$ cat src/rtl/sqrt_iter.sv
// sqrt_iter: iterative unsigned integer square root, digit-by-digit
// (restoring) method, one root bit resolved per clock.
//
// Ports:
//   clk, rst_n          clock, synchronous active-low reset
//   in_valid/in_ready   radicand handshake (ready only while idle)
//   in_data [IN_W]      unsigned radicand
//   out_valid/out_ready result handshake (valid held until accepted)
//   out_root [OUT_W]    floor root (ROUND=0) or nearest root, saturating (ROUND=1)
//   out_rem  [OUT_W+1]  in_data - floor_root^2 in either mode
//   busy                high while calculating or holding a result
module sqrt_iter #(
  parameter int IN_W  = 32,
  parameter int OUT_W = IN_W / 2,
  parameter int ROUND = 0
) (
  input  logic             clk,
  input  logic             rst_n,
  input  logic             in_valid,
  output logic             in_ready,
  input  logic [IN_W-1:0]  in_data,
  output logic             out_valid,
  input  logic             out_ready,
  output logic [OUT_W-1:0] out_root,
  output logic [OUT_W:0]   out_rem,
  output logic             busy
);

  localparam int CW = (OUT_W > 1) ? $clog2(OUT_W) : 1;

  typedef enum logic [1:0] {S_IDLE, S_CALC, S_FIN, S_DONE} state_e;

  state_e           state_q, state_d;
  logic [IN_W-1:0]  rad_q,   rad_d;
  logic [OUT_W-1:0] root_q,  root_d;
  logic [OUT_W+1:0] rem_q,   rem_d;
  logic [CW-1:0]    cnt_q,   cnt_d;
  logic [OUT_W-1:0] oroot_q, oroot_d;
  logic [OUT_W:0]   orem_q,  orem_d;

  // Shifted remainder and trial divisor for the current iteration. Before
  // the last iteration the partial root has at most OUT_W-1 bits, so the
  // remainder fits in OUT_W bits and dropping its top two bits loses nothing.
  logic [OUT_W+1:0] rem_sh;
  logic [OUT_W+1:0] trial;
  logic             fits;

  assign rem_sh = {rem_q[OUT_W-1:0], rad_q[IN_W-1 -: 2]};
  assign trial  = {root_q, 2'b01};
  assign fits   = (rem_sh >= trial);

  // x - r^2 > r is exactly the condition for sqrt(x) to lie closer to r+1.
  // The all-ones root cannot be incremented, so it saturates.
  function automatic logic [OUT_W-1:0] round_root(input logic [OUT_W-1:0] root,
                                                   input logic [OUT_W+1:0] rem);
    logic [OUT_W-1:0] res;
    res = root;
    if (ROUND != 0) begin
      if ((rem > {2'b00, root}) && (root != '1)) begin
        res = root + OUT_W'(1);
      end
    end
    return res;
  endfunction

  always_comb begin
    state_d = state_q;
    rad_d   = rad_q;
    root_d  = root_q;
    rem_d   = rem_q;
    cnt_d   = cnt_q;
    oroot_d = oroot_q;
    orem_d  = orem_q;
    unique case (state_q)
      S_IDLE: begin
        if (in_valid) begin
          rad_d   = in_data;
          root_d  = '0;
          rem_d   = '0;
          cnt_d   = CW'(OUT_W - 1);
          state_d = S_CALC;
        end
      end
      S_CALC: begin
        rad_d = {rad_q[IN_W-3:0], 2'b00};
        if (fits) begin
          rem_d  = rem_sh - trial;
          root_d = {root_q[OUT_W-2:0], 1'b1};
        end else begin
          rem_d  = rem_sh;
          root_d = {root_q[OUT_W-2:0], 1'b0};
        end
        cnt_d = cnt_q - CW'(1);
        if (cnt_q == '0) begin
          state_d = S_FIN;
        end
      end
      S_FIN: begin
        orem_d  = rem_q[OUT_W:0];
        oroot_d = round_root(root_q, rem_q);
        state_d = S_DONE;
      end
      S_DONE: begin
        if (out_ready) begin
          state_d = S_IDLE;
        end
      end
      default: state_d = S_IDLE;
    endcase
  end

  always_ff @(posedge clk) begin
    if (!rst_n) begin
      state_q <= S_IDLE;
    end else begin
      state_q <= state_d;
    end
  end

  always_ff @(posedge clk) begin
    if (!rst_n) begin
      rad_q   <= '0;
      root_q  <= '0;
      rem_q   <= '0;
      cnt_q   <= '0;
      oroot_q <= '0;
      orem_q  <= '0;
    end else begin
      rad_q   <= rad_d;
      root_q  <= root_d;
      rem_q   <= rem_d;
      cnt_q   <= cnt_d;
      oroot_q <= oroot_d;
      orem_q  <= orem_d;
    end
  end

  // Handshake outputs decode the registered state only.
  assign in_ready  = (state_q == S_IDLE);
  assign out_valid = (state_q == S_DONE);
  assign busy      = (state_q == S_CALC) || (state_q == S_DONE);
  assign out_root  = oroot_q;
  assign out_rem   = orem_q;

endmodule
$ cat config.mk
export PLATFORM = sky130hd
export DESIGN_NAME = sqrt_iter
export DESIGN_NICKNAME = d
export VERILOG_FILES = /design/src/rtl/sqrt_iter.sv
export SDC_FILE = /design/constraint.sdc
export NUM_CORES = 1
export LEC_CHECK = 0
export BUFFER_PORTS_ARGS = -buffer_cell sky130_fd_sc_hd__buf_2
export CORE_AREA = 2 2 127 129
export CTS_BUF_LIST = sky130_fd_sc_hd__clkbuf_16
export DETAILED_ROUTE_END_ITERATION = 10
export DIE_AREA = 0 0 129 131
export GPL_ROUTABILITY_DRIVEN = 0
export HOLD_SLACK_MARGIN = 0.1
export PLACE_DENSITY = 0.55
export SLEW_MARGIN = 0
export SYNTH_ARGS = -nofsm -noshare
export SYNTH_HDL_FRONTEND = slang
export SYNTH_SLANG_ARGS = --single-unit
$ cat constraint.sdc
create_clock -name clk -period 4.2 [get_ports clk]
set_clock_uncertainty 0.1 [all_clocks]
set_input_delay 0.21 -clock clk [delete_from_list [all_inputs] [get_ports clk]]
set_output_delay 0.21 -clock clk [all_outputs]
set_load 0.005 [all_outputs]
==> results of run 1 <==
-- state kept, by name (all words and copies together), names as in the netlist --
name,count
root_q,16
state_q,2
rem_q,17
cnt_q,4
out_rem,17
out_root,16
rad_q,32
-- layout make-up --
| type | instances | area (um^2) |
|---|---|---|
| Clock buffer | 9 | 225 |
| Clock inverter | 7 | 73.8 |
| Fill cell | 1545 | 9180 |
| Inverter | 25 | 93.8 |
| Multi-Input combinational cell | 418 | 3090 |
| Sequential cell | 104 | 2080 |
| Tap cell | 216 | 270 |
| Timing Repair Buffer | 94 | 576 |
-- repair_timing --
item                                   in CTS  in global routing
gates resized for setup                     0                  0
endpoints found under the hold margin      19                  0
hold buffers                               19                  0
-- worst paths after layout --
path	slack (ps)	start	to
max	1270	root_q[11]	rem_q[4]
min	110	in_data[21]	rad_q[21]
min reg2reg	400	rad_q[7]	rad_q[7]
max reg2reg	1270	root_q[11]	rem_q[4]
-- metrics by stage --
stage | std cells | util (%) | instance area, um^2 | power [uW] | hold slack (ps)
final | 873 | 41.1 | 6410 | 5510 | 107
after global routing | 873 | 41.1 | 6410 | 5980 | 106
after CTS | 873 | 41.1 | 6410 | 5540 | 101
after detailed placement | 838 | 38.0 | 5920 | 4650 | 388
after global placement | 838 | 38.0 | 5920 | 4570 | 373
after floorplan | 589 | - | 5460 | 4220 | 281
-- per-layer routing --
metal,GRT usage [%],vias up
li1,-,2230
met1,21.3,2072
met2,24.5,84
met3,4.48,12
met4,4.67,0
met5,0,-
-- cell usage after synthesis (all sizes together) (4+ instances only) --
cell type | n | area share, %
xnor2 | 4 | 0.64
o31ai | 4 | 0.55
a22oi | 17 | 2.3
buf | 12 | 1.5
nor2 | 9 | 0.62
and2 | 4 | 0.46
a21oi | 17 | 1.8
o2111ai | 4 | 0.99
mux2i | 66 | 12
o211a | 32 | 5.9
and3 | 5 | 0.57
nor3 | 9 | 0.83
clkbuf | 30 | 2.1
inv | 25 | 1.7
nor2b | 57 | 6.5
a21boi | 4 | 0.55
or3 | 4 | 0.46
nand2 | 72 | 5.0
o211ai | 13 | 2.2
o21ai | 26 | 2.5
nand3 | 5 | 0.46
ha | 23 | 5.3
dfxtp | 104 | 38
-- worst register-to-register path: stages, from the launching register on --
cell     delay, ps
dfxtp_1        380
inv_1           70
ha_1           390
and3_1         240
nand4_1        130
nor4_1          60
or3_1          640
or2_4          470
a221o_1        350
-- cells in the final DEF, fill, tap and decap left out, types with 17 or more instances in the layout --
cell,count
a22oi_1,17
buf_2,71
dfxtp_1,104
dlygate4sd3_1,19
ha_1,21
inv_1,26
mux2i_1,66
nand2_1,72
nor2b_1,57
o211a_1,32
o21ai_0,20
-- report_power, final --
group	internal, uW	switching (uW)	total [uW]
clock	462	385	847
combinational	1230	2050	3280
sequential	1200	180	1380
total	2890	2620	5510
-- cells by family (layout without fill, tap and decap cells) --
| family | Yosys count | after routing | synth area share [%] |
|---|---|---|---|
| mux | 66 | 66 | 12.1 |
| fa+ha+maj | 23 | 23 | 5.27 |
| xor+xnor | 7 | 7 | 1.12 |
| simple gates | 179 | 179 | 16.8 |
| flops | 104 | 104 | 38.2 |
| compound gates | 143 | 143 | 21.3 |
| buf+inv | 67 | 135 | 5.27 |
==> results_dict.tcl, run 1 <==
set metrics [dict create \
    outcome "finished clean" \
    floorplan.die_area_mm2 0.0169 \
    die_h_um 131 \
    hold_path_depth 4 \
    wl_met1_mm 6.31 \
    grt_usage_pct 15.7 \
    crit_required_ps 4330 \
    power_leakage_uw 0.00275 \
    cts_made_buffers 9 \
    path_buf_inv 1 \
    grt_antenna_before_repair 0 \
    fin_crit_ps 2930 \
    tightest_slew_ps 1100 \
    routed_wl_mm 12.9 \
    worst-path-stages 8 \
    synth_warnings 0 \
    crit_chain "inv_1, ha_1, and3_1, nand4_1, nor4_1, or3_1, or2_4, a221o_1" \
    grt_start_max_net_pins 90 \
    syn_nets 648 \
    n_antenna_cell 0 \
    route.detailed.drc 0 \
    crit_type "reg2reg" \
    clk_latency_ps 360 \
    netlist_area_mm2 0.00546 \
    drv_slew 0 \
    area_delta_synth_final_pct 17.5 \
    start_kind "flop" \
    finalHoldViolCount 0 \
    cp_slowest_stage_delay_ps 640 \
    cp.arrival_ps 3060 \
    synth_edf_count 0 \
    path_delay_family "simple AND/OR/NAND/NOR gates" \
    cap_violations 0 \
    fin_nets 711 \
    drive_above_1_share_pct 16.9 \
    clockBufferDepth 2 \
    clkSlewWorstSetupHoldPaths_ps 70 \
    relSlewSlack_pct 27.0 \
    cts_tree "yes" \
    yosys.cell_types.count 60 \
    synth_flop_cell "dfxtp_1" \
    io_buffer_count 71 \
    clock.fmax_mhz 342 \
    vias 4398 \
    fin_crit_sh_pct 69.7 \
    first_pass_iters 5 \
    r2r_cells 8 \
    ir_drop_mv 0.588 \
    crit_slowest_cell "or3_1" \
    wl_met2_mm 5.82 \
    drtIter0Drc 204 \
    root_buffer "clkbuf_16" \
    cts.sinks 104 \
    overflow 0 \
    start_util_pct 35.0 \
    setup_violations 0 \
    power_density_mw_per_mm2 859 \
    met3_length_um 593 \
    num_rows 46 \
    synthCells 589 \
    die_x_um 129 \
    path_max_fanout 23 \
    setup_slack_ps 1270 \
    grt_pass1_vias 4215 \
    synth_area_per_cell_um2 9.26 \
    grt_setup_unrepaired "false" \
    top_layer "met4" \
    hold_path.class "in2reg" \
    yosysSeqAreaShare_pct 38.2 \
    grt_pass1_wl_mm 21.1 \
    drt-wirelength-per-cell_um 14.8 \
    io_pins 72 \
    h-tree-depth 3 \
    end_kind "flop" \
    dp_hpwl_mm 9.08 \
    place_ws_ps 1320 \
    vias_per_cell 5.04 \
    core_area_mm2 0.0156 \
    synth_async_sr_flop_share_pct 0 \
    ys_seq_elements 104 \
    cts_setup_buffers 0 \
    fin_setup_tns_ps 0 \
    ant_nets 0 \
]
(Power assumes the default switching activity.)
==> run 2: changes to the inputs <==
ABC_AREA = 1   (was unset)
PLACE_DENSITY = 0.58   (was 0.55)
clock period = 2.35 ns   (was 4.2 ns; I/O delays follow)
==> run 2 against run 1 <==
  * Clock power increased by 65%
  * Final cell count increased by 25%
  * Design area increased by 4.7%
  * Synthesized cell count increased by 32%
  * Critical path depth increased by 3
  * First-iteration DRC count decreased by 10%
  * Register-to-register slack got worse by 1100 ps
  * Sequential share of layout area decreased by 1.5 points
  * Global-route usage increased by 1.7 points
  * Sequential cell count unchanged
  * Via count increased by 16%
  * Largest cell class unchanged
  * Largest power group unchanged
==> results_dict.tcl, run 2 <==
set metrics [dict create \
    fin_crit_sh_pct 91.5 \
    syn_nets 838 \
    yosys.cell_types.count 34 \
    route.detailed.drc 0 \
    grtUsageMet2_pct 30.0 \
    fin_nets 932 \
    io_pins 72 \
    total_power_uw 8060 \
    start_kind "flop" \
    end_kind "flop" \
    crit_type "reg2reg" \
    reg2reg_to "rem_q[13]" \
    swShare_pct 43.7 \
    p_int_uw 4540 \
    netlist.area_leader.share_pct 37.7 \
    overflow 0 \
    largest_register "rad_q" \
    ant_nets 0 \
    die_h_um 131 \
    place_ws_ps 86.8 \
    synth_top_area_cell "dfxtp_1" \
    area_delta_synth_final_pct 21.5 \
    power_density_mw_per_mm2 1200 \
    setup.worst_path.start "root_q[5]" \
    cp_slowest_stage_delay_ps 370 \
    grt_antenna_before_repair 0 \
    drive_above_1_share_pct 19.0 \
    synth_async_sr_flop_share_pct 0 \
    cp_common_cell "nand2_1" \
    clock.fmax_mhz 465 \
    synth_flop_cell "dfxtp_1" \
    power.switching_uw 3530 \
    worst-path-stages 11 \
    power_frac_clock_pct 17.3 \
    grtUsageMet1_pct 22.0 \
    path_max_fanout 18 \
    grt_usage_pct 17.5 \
    routed_wl_mm 14.0 \
    num_rows 46 \
    clkSlewWorstSetupHoldPaths_ps 70 \
    dp_hpwl_mm 10.0 \
    power_leakage_uw 0.00303 \
    h-tree-depth 3 \
    fin_cells 1094 \
    drv_slew 0 \
    clk_latency_ps 350 \
    r2r_start "root_q[5]" \
    largest_reg_flops 32 \
    mostFrequentLayoutCell "nand2_1" \
    synth_area_per_cell_um2 7.10 \
    setup_slack_ps 200 \
    synth_most_common_cell "nand2_1" \
    clockBufferDepth 2 \
    path_delay_family "simple AND/OR/NAND/NOR gates" \
    pwr-share-comb_pct 50.3 \
    outcome "finished clean" \
    drt-wirelength-per-cell_um 12.8 \
    yosysSeqAreaShare_pct 37.7 \
    ir_drop_mv 0.815 \
    hold_path.class "in2reg" \
    drtIter0Drc 183 \
    tightest_slew_ps 521 \
    fin_crit_ps 2150 \
    synth_area_leaders "dfxtp_1 38%, nand2_1 15%, inv_1 6.0%" \
    cts_setup_buffers 0 \
    synth_edf_count 0 \
    r2r_cells 11 \
    placed_cells 1046 \
    crit_chain "inv_1, ha_1, nand2_1, nor2_2, nand2_1, nor3_4, nor2_4, nand2_8, nand3_1, nand2_1, a21oi_2" \
    n_antenna_cell 0 \
    regToRegSetupSlack_ps 200 \
    crit_slowest_cell "ha_1" \
    grt_pass1_vias 4885 \
    layout_common_cells "226 x nand2_1, 104 x dfxtp_1, 90 x inv_1" \
    synthCells 779 \
    cts.sinks 104 \
    cp.arrival_ps 2270 \
    grt_pass1_wl_mm 23.4 \
    busiest_layer "met2" \
    floorplan.die_area_mm2 0.0169 \
    finalHoldViolCount 0 \
    utilization_pct 43.1 \
    root_buffer "clkbuf_16" \
    cts_made_buffers 9 \
    min_from "in_valid" \
    netlist_area_mm2 0.00553 \
    ys_seq_elements 104 \
    first_pass_iters 4 \
    crit_required_ps 2470 \
    start_util_pct 35.4 \
    synth_warnings 0 \
    vias 5115 \
    cts_tree "yes" \
    io_buffer_count 71 \
    grt_start_max_net_pins 42 \
    grt.met3_usage_pct 3.95 \
    relSlewSlack_pct 65.3 \
    die_x_um 129 \
    cap_violations 0 \
    path_buf_inv 1 \
    core_area_mm2 0.0156 \
    power_frac_seq_pct 32.4 \
    vias_per_cell 4.68 \
    synth_common_cells "227 x nand2_1, 104 x dfxtp_1, 88 x inv_1" \
    crit_path_end "rem_q[13]" \
    setup_violations 0 \
]
run 2: changes by cell type in the layout (fill, tap and decap cells not counted), sizes merged, moves of 15 or more:
cell / previous run / this run
mux2i: 66 / 0
o21ai: 26 / 66
inv: 26 / 97
nor2: 9 / 35
nand2: 72 / 248
o211a: 32 / 0
nand3: 5 / 47
a31oi: 3 / 34
a22oi: 17 / 0
a21oi: 17 / 68
nor2b: 57 / 0
buf: 75 / 90
run 2: cells by family after synthesis:
group	after synthesis	synth area share, %
adder cells (fa/ha/maj)	23	5.21
flip-flops	104	37.7
AO/OA/AOI/OAI	171	17.4
XOR/XNOR	7	1.11
buffers and inverters	132	10.5
AND/OR/NAND/NOR	342	28.1
run 2: worst min path at each step:
stage                endpoint  slack, ps  depth (start not counted)
floorplan            rad_q[2]        180                          2
global placement    rad_q[14]        290                          3
detailed placement  rad_q[23]        290                          3
CTS                  cnt_q[0]        110                          6
global route         rad_q[5]        150                          3
finish               cnt_q[0]        120                          6
run 2: final cells by class:
type / instances / area (um^2)
fillers: 1657 / 8880
multi-input cells: 543 / 2890
repair buffers: 122 / 860
clock buffers: 9 / 225
clock inverters: 7 / 46.3
well taps: 216 / 270
flip-flops and latches: 104 / 2080
inverters: 93 / 349
run 2: power by group through the flow:
stage	Combinational [uW]	Sequential, uW	Clock [uW]
2_1_floorplan	3050	2600	0
3_3_place_gp	3980	2640	0
3_5_place_dp	3980	2640	0
4_1_cts	4040	2610	1460
5_1_grt	4600	2690	1520
6_report	4060	2610	1400
run 2: routing by layer:
metal,vias up,part of all wire (%)
met2,75,48
met3,12,3.7
met4,0,1.6
met5,-,0
li1,2706,-
met1,2322,47
run 2: worst register-to-register path: cells and delay by family, from the launching register on:
family / cells / cell delay (ps)
AOI/OAI and AO/OA: 1 / 50
DFF: 1 / 360
adders and majority gates: 1 / 370
and+or+nand+nor: 8 / 1080
buffers and inverters: 1 / 70
run 2: per-stage QoR:
stage                     hold slack (ps)  setup TNS [ps]  instance area (um^2)
final                                 122               0                  6720
after global routing                  147           -2.87                  6720
after CTS                             106               0                  6700
after detailed placement              291               0                  6110
after global placement                290               0                  6110
after floorplan                       178               0                  5530
run 2: repair_timing:
action	4_1_cts	5_1_grt
hold buffers	32	0
gates resized for setup	0	5
endpoints found under the hold margin	32	0
setup endpoints to repair	0	18
